[config.mk]
export PLATFORM = sky130hd
export DESIGN_NAME = inv_mix_columns_flat
export DESIGN_NICKNAME = d
export VERILOG_FILES = /design/src/rtl/inv_mix_columns_pkg.sv /design/src/rtl/inv_mix_columns_if.sv /design/src/rtl/inv_mix_columns_col.sv /design/src/rtl/inv_mix_columns.sv /design/src/flat_wrapper.sv
export SDC_FILE = /design/constraint.sdc
export NUM_CORES = 1
export LEC_CHECK = 0
export ABC_AREA = 1
export CORE_MARGIN = 10
export CORE_UTILIZATION = 42
export DETAILED_ROUTE_END_ITERATION = 6
export PLACE_DENSITY = 0.71
export SLEW_MARGIN = 10
export SYNTH_ARGS = -nofsm -noshare
export SYNTH_HDL_FRONTEND = slang
export SYNTH_SLANG_ARGS = --single-unit
[constraint.sdc]
create_clock -name clk -period 9.3 [get_ports clk]
set_clock_uncertainty 0.2 [all_clocks]
set_input_delay 1.86 -clock clk [delete_from_list [all_inputs] [get_ports clk]]
set_output_delay 1.86 -clock clk [all_outputs]
set_load 0.01 [all_outputs]
[src/rtl/inv_mix_columns_pkg.sv]
// rtl/inv_mix_columns_pkg.sv - shared AES types, field polynomial and xtime helper
package aes_pkg;

   localparam logic [7:0] AES_POLY = 8'h1B;

   typedef logic [127:0] state_t;
   typedef logic [31:0]  col_t;

   typedef enum logic [1:0] {
      IDLE,
      BUSY,
      DONE
   } fsm_t;

   // Multiply by x in GF(2^8), reducing by the AES polynomial on overflow.
   function automatic logic [7:0] xtime(input logic [7:0] b);
      return {b[6:0], 1'b0} ^ (b[7] ? AES_POLY : 8'h00);
   endfunction

endpackage

[src/rtl/inv_mix_columns_if.sv]
// rtl/inv_mix_columns_if.sv - state in/out handshake bundle for the InvMixColumns engine
interface inv_mix_columns_if;
   import aes_pkg::*;

   state_t in_state;
   logic   in_valid;
   logic   in_ready;
   state_t out_state;
   logic   out_valid;
   logic   out_ready;

   modport master (
      output in_state, in_valid, out_ready,
      input  in_ready, out_state, out_valid
   );

   modport slave (
      input  in_state, in_valid, out_ready,
      output in_ready, out_state, out_valid
   );

endinterface

[src/rtl/inv_mix_columns_col.sv]
// rtl/inv_mix_columns_col.sv - combinational InvMixColumns of one 32-bit column
module inv_mix_col
   import aes_pkg::*;
(
   input  col_t i_col,
   output col_t o_col
);

   logic [7:0] w_a   [4];
   logic [7:0] w_x2  [4];
   logic [7:0] w_x4  [4];
   logic [7:0] w_x8  [4];
   logic [7:0] w_m9  [4];
   logic [7:0] w_m11 [4];
   logic [7:0] w_m13 [4];
   logic [7:0] w_m14 [4];

   // 9, 11, 13 and 14 are sums of the x2/x4/x8 chain plus the byte itself.
   always_comb begin
      for (int i = 0; i < 4; i++) begin
         w_a[i]   = i_col[31 - 8*i -: 8];
         w_x2[i]  = xtime(w_a[i]);
         w_x4[i]  = xtime(w_x2[i]);
         w_x8[i]  = xtime(w_x4[i]);
         w_m9[i]  = w_x8[i] ^ w_a[i];
         w_m11[i] = w_x8[i] ^ w_x2[i] ^ w_a[i];
         w_m13[i] = w_x8[i] ^ w_x4[i] ^ w_a[i];
         w_m14[i] = w_x8[i] ^ w_x4[i] ^ w_x2[i];
      end
   end

   assign o_col[31:24] = w_m14[0] ^ w_m11[1] ^ w_m13[2] ^ w_m9[3];
   assign o_col[23:16] = w_m9[0]  ^ w_m14[1] ^ w_m11[2] ^ w_m13[3];
   assign o_col[15:8]  = w_m13[0] ^ w_m9[1]  ^ w_m14[2] ^ w_m11[3];
   assign o_col[7:0]   = w_m11[0] ^ w_m13[1] ^ w_m9[2]  ^ w_m14[3];

endmodule

[src/rtl/inv_mix_columns.sv]
// rtl/inv_mix_columns.sv - iterative in-place InvMixColumns engine with valid/ready handshake
module inv_mix_columns
   import aes_pkg::*;
#(
   parameter int COLS_PER_CYCLE = 1
)(
   input  logic               clk,
   input  logic               rst,
   inv_mix_columns_if.slave   bus
);

   localparam logic [1:0] LAST_BASE = 2'(4 - COLS_PER_CYCLE);
   localparam logic [1:0] CNT_STEP  = 2'(COLS_PER_CYCLE);

   fsm_t       r_fsm;
   fsm_t       w_fsm_next;
   logic [1:0] r_col_cnt;
   state_t     r_state;
   state_t     w_state_next;
   logic       w_last;

   col_t       w_cols    [4];
   col_t       w_col_in  [COLS_PER_CYCLE];
   col_t       w_col_out [COLS_PER_CYCLE];
   logic [1:0] w_idx     [COLS_PER_CYCLE];

   assign w_last = (r_col_cnt == LAST_BASE);

   always_comb begin
      for (int c = 0; c < 4; c++) begin
         w_cols[c] = r_state[127 - 32*c -: 32];
      end
   end

   // col_cnt stays a multiple of COLS_PER_CYCLE, so the group never wraps mid-way.
   for (genvar g = 0; g < COLS_PER_CYCLE; g++) begin : g_col
      assign w_idx[g]    = r_col_cnt + 2'(g);
      assign w_col_in[g] = w_cols[w_idx[g]];

      inv_mix_col u_col (
         .i_col (w_col_in[g]),
         .o_col (w_col_out[g])
      );
   end

   always_comb begin
      w_state_next = r_state;
      for (int g = 0; g < COLS_PER_CYCLE; g++) begin
         w_state_next[127 - 32*int'(w_idx[g]) -: 32] = w_col_out[g];
      end
   end

   always_ff @(posedge clk or posedge rst) begin
      if (rst) begin
         r_fsm <= IDLE;
      end else begin
         r_fsm <= w_fsm_next;
      end
   end

   always_comb begin
      w_fsm_next = r_fsm;
      case (r_fsm)
         IDLE:    if (bus.in_valid)  w_fsm_next = BUSY;
         BUSY:    if (w_last)        w_fsm_next = DONE;
         DONE:    if (bus.out_ready) w_fsm_next = IDLE;
         default: w_fsm_next = IDLE;
      endcase
   end

   always_ff @(posedge clk or posedge rst) begin
      if (rst) begin
         r_state   <= '0;
         r_col_cnt <= 2'd0;
      end else begin
         case (r_fsm)
            IDLE: begin
               if (bus.in_valid) begin
                  r_state   <= bus.in_state;
                  r_col_cnt <= 2'd0;
               end
            end
            BUSY: begin
               r_state   <= w_state_next;
               r_col_cnt <= r_col_cnt + CNT_STEP;
            end
            default: ;
         endcase
      end
   end

   assign bus.in_ready  = (r_fsm == IDLE);
   assign bus.out_valid = (r_fsm == DONE);
   assign bus.out_state = r_state;

endmodule

[src/flat_wrapper.sv]
// flat-port wrapper written by rule: the top's interface ports become plain ports
module inv_mix_columns_flat import aes_pkg::*;
#(
   parameter int COLS_PER_CYCLE = 1
)
  (clk, rst, bus_in_state, bus_in_valid, bus_out_ready, bus_in_ready, bus_out_state, bus_out_valid);
  inv_mix_columns_if bus_i ();
  input  logic clk;
  input  logic rst;
  input wire logic [$bits(bus_i.in_state)-1:0] bus_in_state;
  input wire logic [$bits(bus_i.in_valid)-1:0] bus_in_valid;
  input wire logic [$bits(bus_i.out_ready)-1:0] bus_out_ready;
  output wire logic [$bits(bus_i.in_ready)-1:0] bus_in_ready;
  output wire logic [$bits(bus_i.out_state)-1:0] bus_out_state;
  output wire logic [$bits(bus_i.out_valid)-1:0] bus_out_valid;
  assign bus_i.in_state = bus_in_state;
  assign bus_i.in_valid = bus_in_valid;
  assign bus_i.out_ready = bus_out_ready;
  assign bus_in_ready = bus_i.in_ready;
  assign bus_out_state = bus_i.out_state;
  assign bus_out_valid = bus_i.out_valid;
  inv_mix_columns #(.COLS_PER_CYCLE(COLS_PER_CYCLE)) u_core (.clk(clk), .rst(rst), .bus(bus_i));
endmodule
==> flow_metrics.env <==
export IMPL_tritoncts="yes"
export IMPL_multi_input_area_mm2=0.00771
export IMPL_filler_cell_count=2700
export IMPL_core_area_mm2=0.0277
export IMPL_grt_util_met1=0.421
export IMPL_seq_area_frac_synth=0.280
export IMPL_rsz0062_at_grt="false"
export IMPL_layout_nets=2217
export IMPL_clock_path_buffers=2
export IMPL_grtUsageTotal=0.304
export IMPL_synth_xor_area_frac=0.0901
export IMPL_synth_area_per_cell_um2=6.29
export IMPL_path_buf_inv=2
export IMPL_ant_nets=0
export IMPL_setup_viol=0
export IMPL_tns_ns=0
export IMPL_cp_cell_sequence="inv_4, buf_4, nand2_1, nand3_1, nand2_4, nand2_2, nand2_2, xnor2_1, xnor2_1, xor2_1, nand3_1, a21oi_1"
export IMPL_postSynthCellCount=1874
export IMPL_synth_compound_area_frac=0.115
export IMPL_gp_congestion=1.03
export IMPL_io_buffers=261
export IMPL_yosysUniqueCellTypes=33
export IMPL_layout_commonest_cell="nand2_1"
export IMPL_drt_vias_per_instance=5.84
export IMPL_dieArea_mm2=0.0352
export IMPL_drive_above_1_share=0.0769
export IMPL_status="complete, but fails checks"
export IMPL_max_freq_mhz=214
export IMPL_initial_core_util=0.426
export IMPL_crit_path_top_delay_cell="buf_4"
export IMPL_chipWidth_um=188
export IMPL_cap_violations=0
export IMPL_drt_first_pass_iters=7
export IMPL_netlist_area_mm2=0.0118
export IMPL_cp_top_family="buffers and inverters"
export IMPL_h_tree_depth=4
export IMPL_hp_class="reg2reg"
export IMPL_post_cts_buffers=0
export IMPL_drc=2
export IMPL_yosysWarnings=0
export IMPL_clk_latency_ns=0.44
export IMPL_use_met2=0.459
export IMPL_path_clk_slew_ns=0.08
export IMPL_dp_hpwl_um=42600
export IMPL_worstPathArrival_ns=4.85
export IMPL_path_class="reg2reg"
export IMPL_failed_checks="DRC"
export IMPL_grt_pass1_vias=13400
export IMPL_relSlewSlack=0.111
export IMPL_yosys_register_bits=132
export IMPL_finalHoldViolCount=0
export IMPL_ioPinCount=262
export IMPL_synth_fp_nets=2010
export IMPL_area_growth_pct=28.8
export IMPL_synth_top_family_by_area="simple AND/OR/NAND/NOR gates"
export IMPL_clock_sinks=132
export IMPL_grt_pass1_wl_um=83700
export IMPL_grt_max_degree=97
export IMPL_antenna_found_initial=1
export IMPL_end_kind="register"
export IMPL_core_rowCount=61
export IMPL_min_period_over_period=0.503
export IMPL_grt_busiest_layer="met2"
export IMPL_cts_buffers_inserted=17
export IMPL_slew_viol_final=0
export IMPL_synth_simple_gate_area_frac=0.442
export IMPL_grt_ovfl_total=0
export IMPL_cp_max_fo=85
export IMPL_cp_required_ns=9.47
export IMPL_gr_usage_met3=0.0740
export IMPL_cts_root_buffer="clkbuf_16"
export IMPL_most_common_layout_cells="nand2_1 (612), nand3_1 (275), clkdlybuf4s50_1 (261)"
export IMPL_routedWlPerCell_um=22.7
export IMPL_period_needed_ns=4.68
export IMPL_drtIter0Drc=1954
export IMPL_critPathMaxStageDelay_ns=0.82
export IMPL_synth_fa_ha_area_frac=0.00424
export IMPL_vias=14400
export IMPL_synth_area_mux_share=0
export IMPL_cts_hold_buf=0
export IMPL_tightest_slew_ns=1.33
export IMPL_start_kind="register"
export IMPL_regArea_mm2=0.00331
export IMPL_cts_resized=0
export IMPL_fp_dieH_um=188
export IMPL_drt_total_wl_um=56200
==> registers in the layout, indices dropped and copies added, names as in the netlist <==
signal,flops
u_core.bus.out_state,128
u_core.r_fsm,2
u_core.r_col_cnt,2
==> logic make-up after synthesis <==
kind of cell,after synthesis
buf+inv,185
simple gates,1174
xor+xnor,111
flops,132
fa+ha+maj,4
compound gates,268
==> worst paths after layout <==
kind | start | end | slack (ns) | cells after the start
worst max-delay path | u_core.r_col_cnt[0] | u_core.bus.out_state[119] | 4.62 | 12
worst max register to register | u_core.r_col_cnt[0] | u_core.bus.out_state[119] | 4.62 | 12
worst min-delay path | u_core.bus.out_state[3] | u_core.bus.out_state[3] | 0.37 | 2
worst min register to register | u_core.bus.out_state[3] | u_core.bus.out_state[3] | 0.37 | 2
min in group asynchronous | rst | u_core.r_fsm[1] | 1.78 | 2
max in group asynchronous | rst | u_core.r_col_cnt[0] | 5.59 | 3
==> final cells by class <==
type,count,share of cell area
Multi-Input combinational cell,1557,0.507
Sequential cell,132,0.218
Timing Repair Buffer,279,0.181
Tap cell,378,0.0311
Clock buffer,17,0.0280
Inverter,94,0.0237
Clock inverter,15,0.0106
Antenna cell,1,0.000165
==> tightest hold or removal path: stages, from the launching register on <==
cell     delay, ns
dfrtp_1       0.37
nor2_1        0.05
a21oi_1       0.10
==> stage by stage <==
stage	utilization	setup slack, ns	std cells	hold WS (ns)	area [um2]
4_1_cts	0.548	4.77	2472	0.369	15200
5_1_grt	0.548	4.40	2473	0.384	15200
6_report	0.548	4.62	2473	0.366	15200
2_1_floorplan	-	3.71	1874	0.339	11800
3_3_place_gp	0.527	4.80	2440	0.330	14600
3_5_place_dp	0.527	4.77	2440	0.350	14600
==> routing by layer <==
layer	vias up	part of all wire
li1	6579	-
met1	6792	0.41
met2	977	0.44
met3	88	0.13
met4	0	0.026
met5	-	0
==> synthesized netlist by cell type (all sizes together) <==
cell type / n / share of area
a21o: 1 / 0.00064
nand3: 285 / 0.13
a21oi: 254 / 0.11
o21bai: 1 / 0.00064
xor2: 64 / 0.048
inv: 94 / 0.030
nor2: 143 / 0.046
o22ai: 1 / 0.00053
nand2: 682 / 0.24
or2: 6 / 0.0032
nor3: 1 / 0.00042
nand4: 51 / 0.027
xnor2: 47 / 0.042
o21ai: 9 / 0.0038
nand3b: 6 / 0.0038
clkbuf: 55 / 0.018
ha: 4 / 0.0042
buf: 36 / 0.021
dfrtp: 132 / 0.28
a22oi: 2 / 0.0013
Power is not shown: default switching activity piles up to over one toggle a cycle in this logic, so the estimate is an artifact.
